### src/rtl/uart_pkg.sv
// Shared UART definitions: transmit FSM states, parity selectors and line levels.
package uart_pkg;

  typedef enum logic [2:0] {
    IDLE,
    START,
    DATA,
    PARITY,
    STOP
  } state_e;

  localparam logic PAR_EVEN   = 1'b0;
  localparam logic PAR_ODD    = 1'b1;

  localparam logic START_BIT  = 1'b0;
  localparam logic STOP_BIT   = 1'b1;
  localparam logic IDLE_LEVEL = 1'b1;

endpackage : uart_pkg

### src/rtl/uart_parity_calc.sv
// Combinational parity generator: even parity is the XOR of all data bits,
// odd parity is its inverse.
module uart_parity_calc
  import uart_pkg::*;
#(
  parameter int DATA_WIDTH = 8
) (
  input  logic [DATA_WIDTH-1:0] data_i,
  input  logic                  par_typ_i,
  output logic                  parity_o
);

  logic even_par;

  assign even_par = ^data_i;

  // Select even or odd parity from the requested type.
  always_comb begin
    // NOTE: every always_comb output gets a default first so no path leaves it unassigned (no latch).
    parity_o = even_par;
    case (par_typ_i)
      PAR_EVEN: parity_o = even_par;
      PAR_ODD:  parity_o = ~even_par;
      default:  parity_o = even_par;
    endcase
  end

endmodule : uart_parity_calc

### src/rtl/uart_tx_serializer.sv
// UART transmitter: pops words from the FIFO read port and sends each as
// start bit, DATA_WIDTH data bits LSB-first, optional parity bit, stop bit.
// One frame bit per CLK cycle; back-to-back frames have no idle gap.
module uart_tx_serializer
  import uart_pkg::*;
#(
  parameter int DATA_WIDTH = 8
) (
  input  logic                  CLK,
  input  logic                  RST,
  input  logic [DATA_WIDTH-1:0] P_DATA,
  input  logic                  FIFO_EMPTY,
  input  logic                  PAR_EN,
  input  logic                  PAR_TYP,
  output logic                  RD_INC,
  output logic                  TX_OUT,
  output logic                  BUSY
);

  localparam int CNT_W = (DATA_WIDTH > 1) ? $clog2(DATA_WIDTH) : 1;
  localparam logic [CNT_W-1:0] LAST_BIT = CNT_W'(DATA_WIDTH - 1);

  state_e                state_q, state_d;
  logic [CNT_W-1:0]      cnt_q, cnt_d;
  logic [DATA_WIDTH-1:0] shift_q, shift_d;
  logic                  par_en_q, par_en_d;
  logic                  par_bit_q, par_bit_d;
  logic                  tx_out_q, tx_out_d;
  logic                  busy_q, busy_d;
  logic                  load_parity;

  // Parity is computed from the head word at load time, so the parity type
  // only matters on the load edge and is captured in par_bit_q.
  uart_parity_calc #(
    .DATA_WIDTH (DATA_WIDTH)
  ) u_parity (
    .data_i    (P_DATA),
    .par_typ_i (PAR_TYP),
    .parity_o  (load_parity)
  );

  // A word is accepted whenever the line is free or finishing its stop bit.
  assign RD_INC = ((state_q == IDLE) || (state_q == STOP)) && !FIFO_EMPTY;

  // Next-state, datapath and registered-output logic.
  always_comb begin
    state_d   = state_q;
    cnt_d     = cnt_q;
    shift_d   = shift_q;
    par_en_d  = par_en_q;
    par_bit_d = par_bit_q;

    case (state_q)
      IDLE: begin
        if (RD_INC) begin
          shift_d   = P_DATA;
          par_en_d  = PAR_EN;
          par_bit_d = load_parity;
          state_d   = START;
        end
      end
      START: begin
        cnt_d   = '0;
        state_d = DATA;
      end
      DATA: begin
        shift_d = shift_q >> 1;
        if (cnt_q == LAST_BIT) begin
          cnt_d   = '0;
          state_d = par_en_q ? PARITY : STOP;
        end else begin
          cnt_d = cnt_q + 1'b1;
        end
      end
      PARITY: begin
        state_d = STOP;
      end
      STOP: begin
        if (RD_INC) begin
          shift_d   = P_DATA;
          par_en_d  = PAR_EN;
          par_bit_d = load_parity;
          state_d   = START;
        end else begin
          state_d = IDLE;
        end
      end
      default: begin
        state_d = IDLE;
      end
    endcase

    // TX_OUT is registered, so it is driven from the state being entered.
    case (state_d)
      START:   tx_out_d = START_BIT;
      DATA:    tx_out_d = shift_d[0];
      PARITY:  tx_out_d = par_bit_d;
      STOP:    tx_out_d = STOP_BIT;
      default: tx_out_d = IDLE_LEVEL;
    endcase

    busy_d = (state_d != IDLE);
  end

  // State and datapath registers; reset returns the line to idle at once.
  always_ff @(posedge CLK or negedge RST) begin
    if (!RST) begin
      state_q   <= IDLE;
      cnt_q     <= '0;
      shift_q   <= '0;
      par_en_q  <= 1'b0;
      par_bit_q <= 1'b0;
      tx_out_q  <= IDLE_LEVEL;
      busy_q    <= 1'b0;
    end else begin
      // NOTE: non-blocking assignments so every flop samples pre-edge values.
      state_q   <= state_d;
      cnt_q     <= cnt_d;
      shift_q   <= shift_d;
      par_en_q  <= par_en_d;
      par_bit_q <= par_bit_d;
      tx_out_q  <= tx_out_d;
      busy_q    <= busy_d;
    end
  end

  assign TX_OUT = tx_out_q;
  assign BUSY   = busy_q;

endmodule : uart_tx_serializer
### config.mk
export PLATFORM = sky130hd
export DESIGN_NAME = uart_tx_serializer
export DESIGN_NICKNAME = d
export VERILOG_FILES = /design/src/rtl/uart_pkg.sv /design/src/rtl/uart_parity_calc.sv /design/src/rtl/uart_tx_serializer.sv
export SDC_FILE = /design/constraint.sdc
export NUM_CORES = 1
export LEC_CHECK = 0
export CAP_MARGIN = 0
export CORE_MARGIN = 2
export CORE_UTILIZATION = 30
export CTS_BUF_LIST = sky130_fd_sc_hd__clkbuf_4
export CTS_CLUSTER_SIZE = 20
export DETAILED_ROUTE_END_ITERATION = 8
export GPL_ROUTABILITY_DRIVEN = 0
export SYNTH_ARGS = -nofsm -noshare
export SYNTH_HDL_FRONTEND = slang
export SYNTH_HIERARCHICAL = 1
export SYNTH_SLANG_ARGS = --single-unit
### constraint.sdc
create_clock -name CLK -period 3.21 [get_ports CLK]
set_clock_uncertainty 0.2 [all_clocks]
set_input_delay 0.642 -clock CLK [delete_from_list [all_inputs] [get_ports CLK]]
set_output_delay 0.642 -clock CLK [all_outputs]
set_load 0.01 [all_outputs]
# Word-level counts from Yosys, hierarchy flattened
# Cells that the tools add are included.
dict set report totals {
  output_inout_bits 3
  word_cells 44
  regBits 18
}
dict set report op_classes {
  reduce_logical 11
  n_bitwise 2
  muxes 13
  n_eq_ne 9
  n_addsub 1
}
# operator n
set op_table {}
lappend op_table {{$pmux 8 s2} 1}
lappend op_table {{$pmux 3 s5} 1}
lappend op_table {{$eq 3x2->1 const B} 4}
lappend op_table {{$mux 3} 4}
lappend op_table {{$mux 8} 1}
lappend op_table {{$reduce_xor 8->1} 1}
lappend op_table {{$eq 3x1->1 const B} 2}
lappend op_table {{$eq 3x3->1 const B} 2}
lappend op_table {{$pmux 3 s2} 1}
lappend op_table {{$reduce_and 2->1} 2}
lappend op_table {{$reduce_bool 2->1} 2}
lappend op_table {{$add 3x1->3 const B} 1}
lappend op_table {{$logic_not 3->1} 1}
lappend op_table {{$mux 1} 3}
lappend op_table {{$pmux 1 s3} 1}
lappend op_table {{$reduce_bool 3->1} 1}
lappend op_table {{$ne 2x1->1 const B} 1}
lappend op_table {{$not 1->1} 2}
lappend op_table {{$pmux 1 s2} 1}
lappend op_table {{$reduce_or 2->1} 1}
lappend op_table {{$logic_and 1x1->1} 1}
lappend op_table {{$logic_not 1->1} 1}
lappend op_table {{$logic_or 1x1->1} 1}

# Depth between registers and ports, before layout
# Gate-level depths: netlist (run 1).
dict set report logic_depth {
  ltp_word 7
  mapped_depth 6
  depth_no_buf 6
}

# Hierarchy
# Netlist (run 1), hierarchy kept.
# module area_per_inst_um2 n_inst cells_per_inst
set modules_own_cells {}
lappend modules_own_cells {uart_tx_serializer 865.8 1 83}
lappend modules_own_cells {uart_parity_calc 82.6 1 7}

# Least setup slack after synthesis (run 1)
# No wires, ideal clock.
dict set report synth_path {
  path_type {input -> register}
  start {in P_DATA[4]}
  end {reg par_bit_q}
  slack_ns 1.338
  stages 4
  t_arrival_ns 1.547
  path_buffers 0
  setup_time_ns 0.125
  cell_sequence {xnor2_1 -> xnor3_1 -> xnor2_1 -> mux2_2}
}
dict set report synth_via {
  elab_chain_len 5
}
# item line
set synth_rtl {}
lappend synth_rtl {{start, declared} uart_tx_serializer.sv:11} ;# input logic [DATA_WIDTH-1:0] P_DATA,
lappend synth_rtl {{$reduce_xor 8->1 (*)} uart_parity_calc.sv:15} ;# assign even_par = ^data_i;
lappend synth_rtl {{$not 1->1} uart_parity_calc.sv:23} ;# PAR_ODD: parity_o = ~even_par;
lappend synth_rtl {{$pmux 1 s2 (*)} uart_parity_calc.sv:21} ;# case (par_typ_i)
lappend synth_rtl {{via load_parity} uart_tx_serializer.sv:30} ;# logic load_parity;
lappend synth_rtl {{$mux 1 (*)} {uart_tx_serializer.sv:55, uart_tx_serializer.sv:79}}
lappend synth_rtl {{$mux 1 (*)} n/a}
lappend synth_rtl {{via par_bit_d} uart_tx_serializer.sv:27} ;# logic par_bit_q, par_bit_d;
lappend synth_rtl {{end signal, assigned} uart_tx_serializer.sv:121} ;# par_bit_q <= par_bit_d;
lappend synth_rtl {{end, declared} uart_tx_serializer.sv:27}
# Mark *: on every way through the listed nets, which the timed path passes. The rest lies on a longest branch.
# A chain may end at the register's enable or synchronous reset.

# Final worst setup path (run 1)
dict set report layout_path {
  start {in FIFO_EMPTY}
  end {out RD_INC}
}
dict set report layout_via {
  elab_chain_len 2
}
# item line
set layout_rtl {}
lappend layout_rtl {{start, declared} uart_tx_serializer.sv:12} ;# input logic FIFO_EMPTY,
lappend layout_rtl {{$logic_not 1->1} uart_tx_serializer.sv:43} ;# assign RD_INC = ((state_q == IDLE) || (state_q == STOP)) && !FIFO_EMPTY;
lappend layout_rtl {{$logic_and 1x1->1} uart_tx_serializer.sv:43}
lappend layout_rtl {{end, declared} uart_tx_serializer.sv:15} ;# output logic RD_INC,
# No other way between the ends.

==> flow_summary.yaml, run 1 <==
outcome:
  status: "completed"
setup_path:
  crit_arrival_ns: 1.85
  cp_cell_sequence: "clkdlybuf4s50_1 > nor3_4 > clkdlybuf4s50_1"
  crit_family: "buffers and inverters"
  crit_path_top_delay_cell: "clkdlybuf4s50_1"
  cp.required_ns: 2.37
  crit_path_frequent_cell: "clkdlybuf4s50_1"
  critPathBufInv: 2
  cp_slowest_stage_delay_ns: 0.56
  end_kind: "output port"
  critPathMaxFanout: 4
  worstSetupStartpointType: "input pin"
  path_class: "in2out"
global_routing:
  grt_overflow_total: 0
  grt_antenna_before_repair: 0
  grt_pass1_wl_mm: 3.33
  first_global_vias: 725
  grt_max_degree: 23
  grt_use_total: 0.125
routing:
  wl_mm: 1.95
  drc: 0
  vias: 725
  drt_iter0_markers: 33
  wl_per_cell_um: 13.2
  drtAntennaViolNets: 0
  via_per_inst: 4.90
  drt_pass1_iterations: 4
sta:
  slew_viol_final: 0
  rsz0062_at_grt: "no"
  finalHoldViolCount: 0
  setup_viol: 0
  fin_crit_ns: 2.69
  slew_headroom: 0.444
  finalCritPeriodShare: 0.839
  setup_tns_ns: 0
  max_freq_mhz: 371
  worst_pin_slew_ns: 0.832
synthesis:
  avgSynthCellArea_um2: 10.5
  ys_types: 29
  yosys_warnings: 6
  synth_edf_count: 0
  async_flop_share: 1.00
  syn_area_um2: 948
  synth-main-ff-cell: "dfrtp_1"
  syn_nets: 105
  yosysSeqAreaShare: 0.476
  netlist_instances: 90
  synth.ff_latch_count: 18
run:
  maxCapViolations: 0
floorplanning:
  rows: 20
  io-pin-count: 16
  die_h_um: 60.2
  start_util: 0.313
  coreArea_um2: 3030
  die_area_um2: 3630
  die_w_um: 60.2
layout:
  fillCellCount: 310
  fin_nets: 120
  area_growth_pct: 21.0
  antenna_cells: 0
  fin_util: 0.379
  fin_area_um2: 1150
  drive_gt1_frac: 0.106
power:
  leakage_nw: 0.507
  vdd_drop_max_v: 0.000261
  pwr_density_cell_nw_per_um2: 817
clocking:
  cts_setup_buffers: 0
  ctsResizeCount: 0
  clockBufferDepth: 2
  hold_buffers: 0
  cts_inserted_buffers: 3
  htree_levels: 1
  root_buffer: "clkbuf_4"
  cts.sinks: 18
  path_clk_slew_ns: 0.12
  tritoncts: "yes"
  clk_latency_ns: 0.30
placement:
  hpwl_mm: 1.36
  placed_area_um2: 1120
  io_buffers: 15
worst_hold_path:
  hold_class: "reg2reg"
-- area by class of cell --
type	instances	area [um^2]	share of cell area
Inverter	1	3.75	0.00327
Timing Repair Buffer	16	158	0.137
Multi-Input combinational cell	65	453	0.395
Clock buffer	3	22.5	0.0196
Clock inverter	1	3.75	0.00327
Tap cell	44	55.1	0.0480
Sequential cell	18	452	0.394
-- power by group --
group | internal [mW] | total (mW) | switching [mW]
logic | 0.199 | 0.378 | 0.179
registers | 0.332 | 0.440 | 0.108
clock network | 0.0453 | 0.120 | 0.0744
total | 0.575 | 0.937 | 0.362
-- sequential cells by signal, indices dropped and copies added (netlist names) --
| name | count |
|---|---|
| shift_q | 8 |
| cnt_q | 3 |
| state_q | 3 |
| BUSY | 1 |
| TX_OUT | 1 |
| par_bit_q | 1 |
| par_en_q | 1 |
-- cell usage after synthesis, types with 2 or more instances --
master | number | area, um^2
ha_1 | 2 | 25.0
buf_2 | 2 | 10.0
buf_4 | 4 | 30.0
nor2b_1 | 2 | 12.5
nor2_1 | 6 | 22.5
a22o_1 | 7 | 61.3
nand3_1 | 3 | 15.0
dfrtp_1 | 17 | 425
nand2_1 | 15 | 56.3
xnor2_1 | 4 | 35.0
a21oi_1 | 4 | 20.0
o21ai_0 | 2 | 10.0
a32oi_1 | 6 | 52.6
-- logic make-up after synthesis --
| family | after synthesis | share of synthesized area |
|---|---|---|
| compound gates | 23 | 0.185 |
| xor+xnor | 7 | 0.0871 |
| fa+ha+maj | 2 | 0.0264 |
| buf+inv | 7 | 0.0462 |
| flops | 18 | 0.476 |
| mux | 2 | 0.0224 |
| simple gates | 31 | 0.157 |
-- routing by layer --
metal | wire length (um) | vias to the layer above | GRT usage
li1 | - | 349 | -
met1 | 916 | 353 | 0.154
met2 | 895 | 19 | 0.194
met3 | 87 | 4 | 0.0433
met4 | 48 | 0 | 0.0571
met5 | 0 | - | 0
-- path summary, 6_finish.rpt --
kind	cells after the start	slack, ns	to	from
min in group asynchronous	1	0.60	state_q[1]	RST
setup reg to reg	4	1.33	shift_q[7]	state_q[1]
max in group asynchronous	1	1.68	BUSY	RST
hold / removal	2	0.29	shift_q[1]	shift_q[1]
setup / recovery	3	0.52	RD_INC	FIFO_EMPTY
hold reg to reg	2	0.29	shift_q[1]	shift_q[1]
-- per-stage QoR --
stage	hold slack [ns]	power, mW	cells	setup WS, ns
final	0.294	0.937	148	0.517
after global routing	0.326	1.02	148	0.431
after CTS	0.295	0.945	148	0.516
after detailed placement	0.267	0.827	144	0.521
after global placement	0.259	0.807	144	0.538
after floorplan	0.146	0.720	90	1.34
-- worst reg2reg max path, cell delays in order (launching register included) --
cell,delay [ns]
dfrtp_1,0.84
nor3_4,0.10
buf_4,0.21
a21oi_2,0.28
a22o_1,0.20
-- cell usage in the layout (no fill, tap or decap), drive strengths merged, types with 2 or more instances in the layout --
cell type	count
xnor2	5
a32oi	6
a21oi	5
nor2b	2
or2	2
nor2	7
nand3	3
dfrtp	17
clkdlybuf4s50	15
o21ai	2
a22o	7
nand2	15
clkbuf	3
ha	2
Power figures use the tool's default switching activity.
==> run 2, diff against run 1 <==
==> constraint.sdc (replaced) <==
create_clock -name CLK -period 2.19 [get_ports CLK]
set_clock_uncertainty 0.2 [all_clocks]
set_input_delay 0.438 -clock CLK [delete_from_list [all_inputs] [get_ports CLK]]
set_output_delay 0.438 -clock CLK [all_outputs]
set_load 0.01 [all_outputs]
==> run 2 against run 1 <==
  * Register-to-register slack worse by 0.78 ns
  * Largest power group is now combinational cells
  * Sequential power up 33%
  * Cell area up 3.5%
  * Critical path type unchanged
  * Via count unchanged
  * Critical path depth unchanged
  * Global-route usage down 0.25 points
==> flow_summary.yaml, run 2 (synthesis gave the netlist of run 1 again) <==
outcome:
  status: "completed"
placement:
  io_buffers: 15
  hpwl_mm: 1.41
  post-place-ws_ns: -0.0759
global_routing:
  grt_use_total: 0.122
  grt_antenna_before_repair: 0
  grt_overflow_total: 0
  grt_pass1_wl_mm: 3.28
  first_global_vias: 689
  grt_max_degree: 22
floorplanning:
  die_w_um: 60.2
  io-pin-count: 16
  start_util: 0.313
  die_area_um2: 3630
  die_h_um: 60.2
  rows: 20
  coreArea_um2: 3030
clocking:
  htree_levels: 1
  clk_latency_ns: 0.30
  tritoncts: "yes"
  cts_inserted_buffers: 3
  path_clk_slew_ns: 0.12
  cts.sinks: 18
  cts_setup_buffers: 0
  root_buffer: "clkbuf_4"
  clockBufferDepth: 2
setup_path:
  end_kind: "output port"
  critPathLaunch: "FIFO_EMPTY"
  cp.required_ns: 1.55
  critPathBufInv: 2
  r2r-end: "cnt_q[1]"
  crit_path_top_delay_cell: "clkdlybuf4s50_1"
  crit_arrival_ns: 1.33
  reg2reg_slack_ns: 0.55
  reg2regPathDepth: 5
  critPathMaxFanout: 2
  path_class: "in2out"
  worstSetupStartpointType: "input pin"
  crit_family: "buffers and inverters"
  cp_slowest_stage_delay_ns: 0.46
  r2r_start: "state_q[0]"
  cp.depth: 3
  endpoint: "RD_INC"
  cp_cell_sequence: "clkdlybuf4s50_1 > nor3_4 > dlygate4sd2_1"
power:
  power.total_mw: 1.42
  vdd_drop_max_v: 0.000357
  p_int_uw: 888
  p_switching_uw: 534
  pwr_density_cell_nw_per_um2: 1200
  leakage_nw: 0.537
  combPwrFrac: 0.455
  pwr-share-seq: 0.411
  pwr-share-clk: 0.134
  switching_share: 0.375
sta:
  setup_slack_ns: 0.224
  slew_viol_final: 0
  finalCritPeriodShare: 0.898
  setup_viol: 0
  hold_ws_ns: 0.210
  slew_headroom: 0.734
  fin_crit_ns: 1.97
  max_freq_mhz: 509
  finalHoldViolCount: 0
  rsz0062_at_grt: "no"
  worst_pin_slew_ns: 0.398
  setup_tns_ns: 0
layout:
  fillCellCount: 296
  regMostFlops: "shift_q"
  multiInputGateArea_um2: 453
  top_regs: "shift_q (8), cnt_q (3), state_q (3)"
  layout_common_cells: "dfrtp_1, nand2_1, clkdlybuf4s50_1, a22o_1"
  fin_util: 0.392
  largest_reg_flops: 8
  area_growth_pct: 25.2
  drive_gt1_frac: 0.156
  fin_nets: 125
  layout_commonest_cell: "dfrtp_1"
  regArea_um2: 452
  antenna_cells: 0
run:
  maxCapViolations: 0
routing:
  via_per_inst: 4.74
  drt_pass1_iterations: 4
  drt_iter0_markers: 14
  vias: 725
  wl_mm: 1.94
  drtAntennaViolNets: 0
  wl_per_cell_um: 12.7
  drc: 0
worst_hold_path:
  hold_class: "in2async"
run 2: cell count changes in the layout (fill, tap and decap cells not counted), sizes merged:
cell,change
dlygate4sd2,+1
clkbuf,+1
clkinv,-1
clkdlybuf4s50,-1
buf,+5
run 2: worst reg2reg max path, cell delays in order (launching register included):
cell	delay, ns
dfrtp_1	0.43
buf_4	0.19
nor2_2	0.31
buf_4	0.21
a22o_1	0.13
a22o_1	0.15
run 2: timing repair:
action | CTS | global route
setup endpoints to repair | 1 | 0
gates resized for setup | 1 | 0
hold buffers | 0 | 0
run 2: metal layers:
layer | global-route usage | up-vias | routed length (um)
met5 | 0 | - | 0
met4 | 0.0571 | 0 | 25
met3 | 0.0130 | 2 | 68
met2 | 0.183 | 16 | 860
met1 | 0.174 | 350 | 984
li1 | - | 357 | -
run 2: stage by stage:
step / area, um^2 / std cells
2_1_floorplan: 948 / 90
3_3_place_gp: 1160 / 149
3_5_place_dp: 1160 / 149
4_1_cts: 1190 / 153
5_1_grt: 1190 / 153
6_report: 1190 / 153
run 2: worst min path at each step:
stage / cells after the start / slack [ns] / to
final: 1 / 0.21 / cnt_q[0]
after global routing: 1 / 0.23 / cnt_q[0]
after CTS: 1 / 0.23 / cnt_q[0]
after detailed placement: 2 / 0.27 / shift_q[1]
after global placement: 2 / 0.26 / shift_q[4]
after floorplan: 0 / -0.06 / BUSY
run 2: area by class of cell:
class | instances | area share
repair buffers | 21 | 0.163
inverters | 1 | 0.00316
clock buffers | 4 | 0.0253
multi-input cells | 65 | 0.381
well taps | 44 | 0.0464
flip-flops and latches | 18 | 0.380
run 2: power groups by stage:
| stage | registers (mW) | logic [mW] | clock network, mW |
|---|---|---|---|
| global route | 0.603 | 0.727 | 0.209 |
| CTS | 0.582 | 0.652 | 0.194 |
| global placement | 0.584 | 0.635 | 0 |
| finish | 0.584 | 0.647 | 0.190 |
| floorplan | 0.573 | 0.482 | 0 |
| detailed placement | 0.592 | 0.648 | 0 |
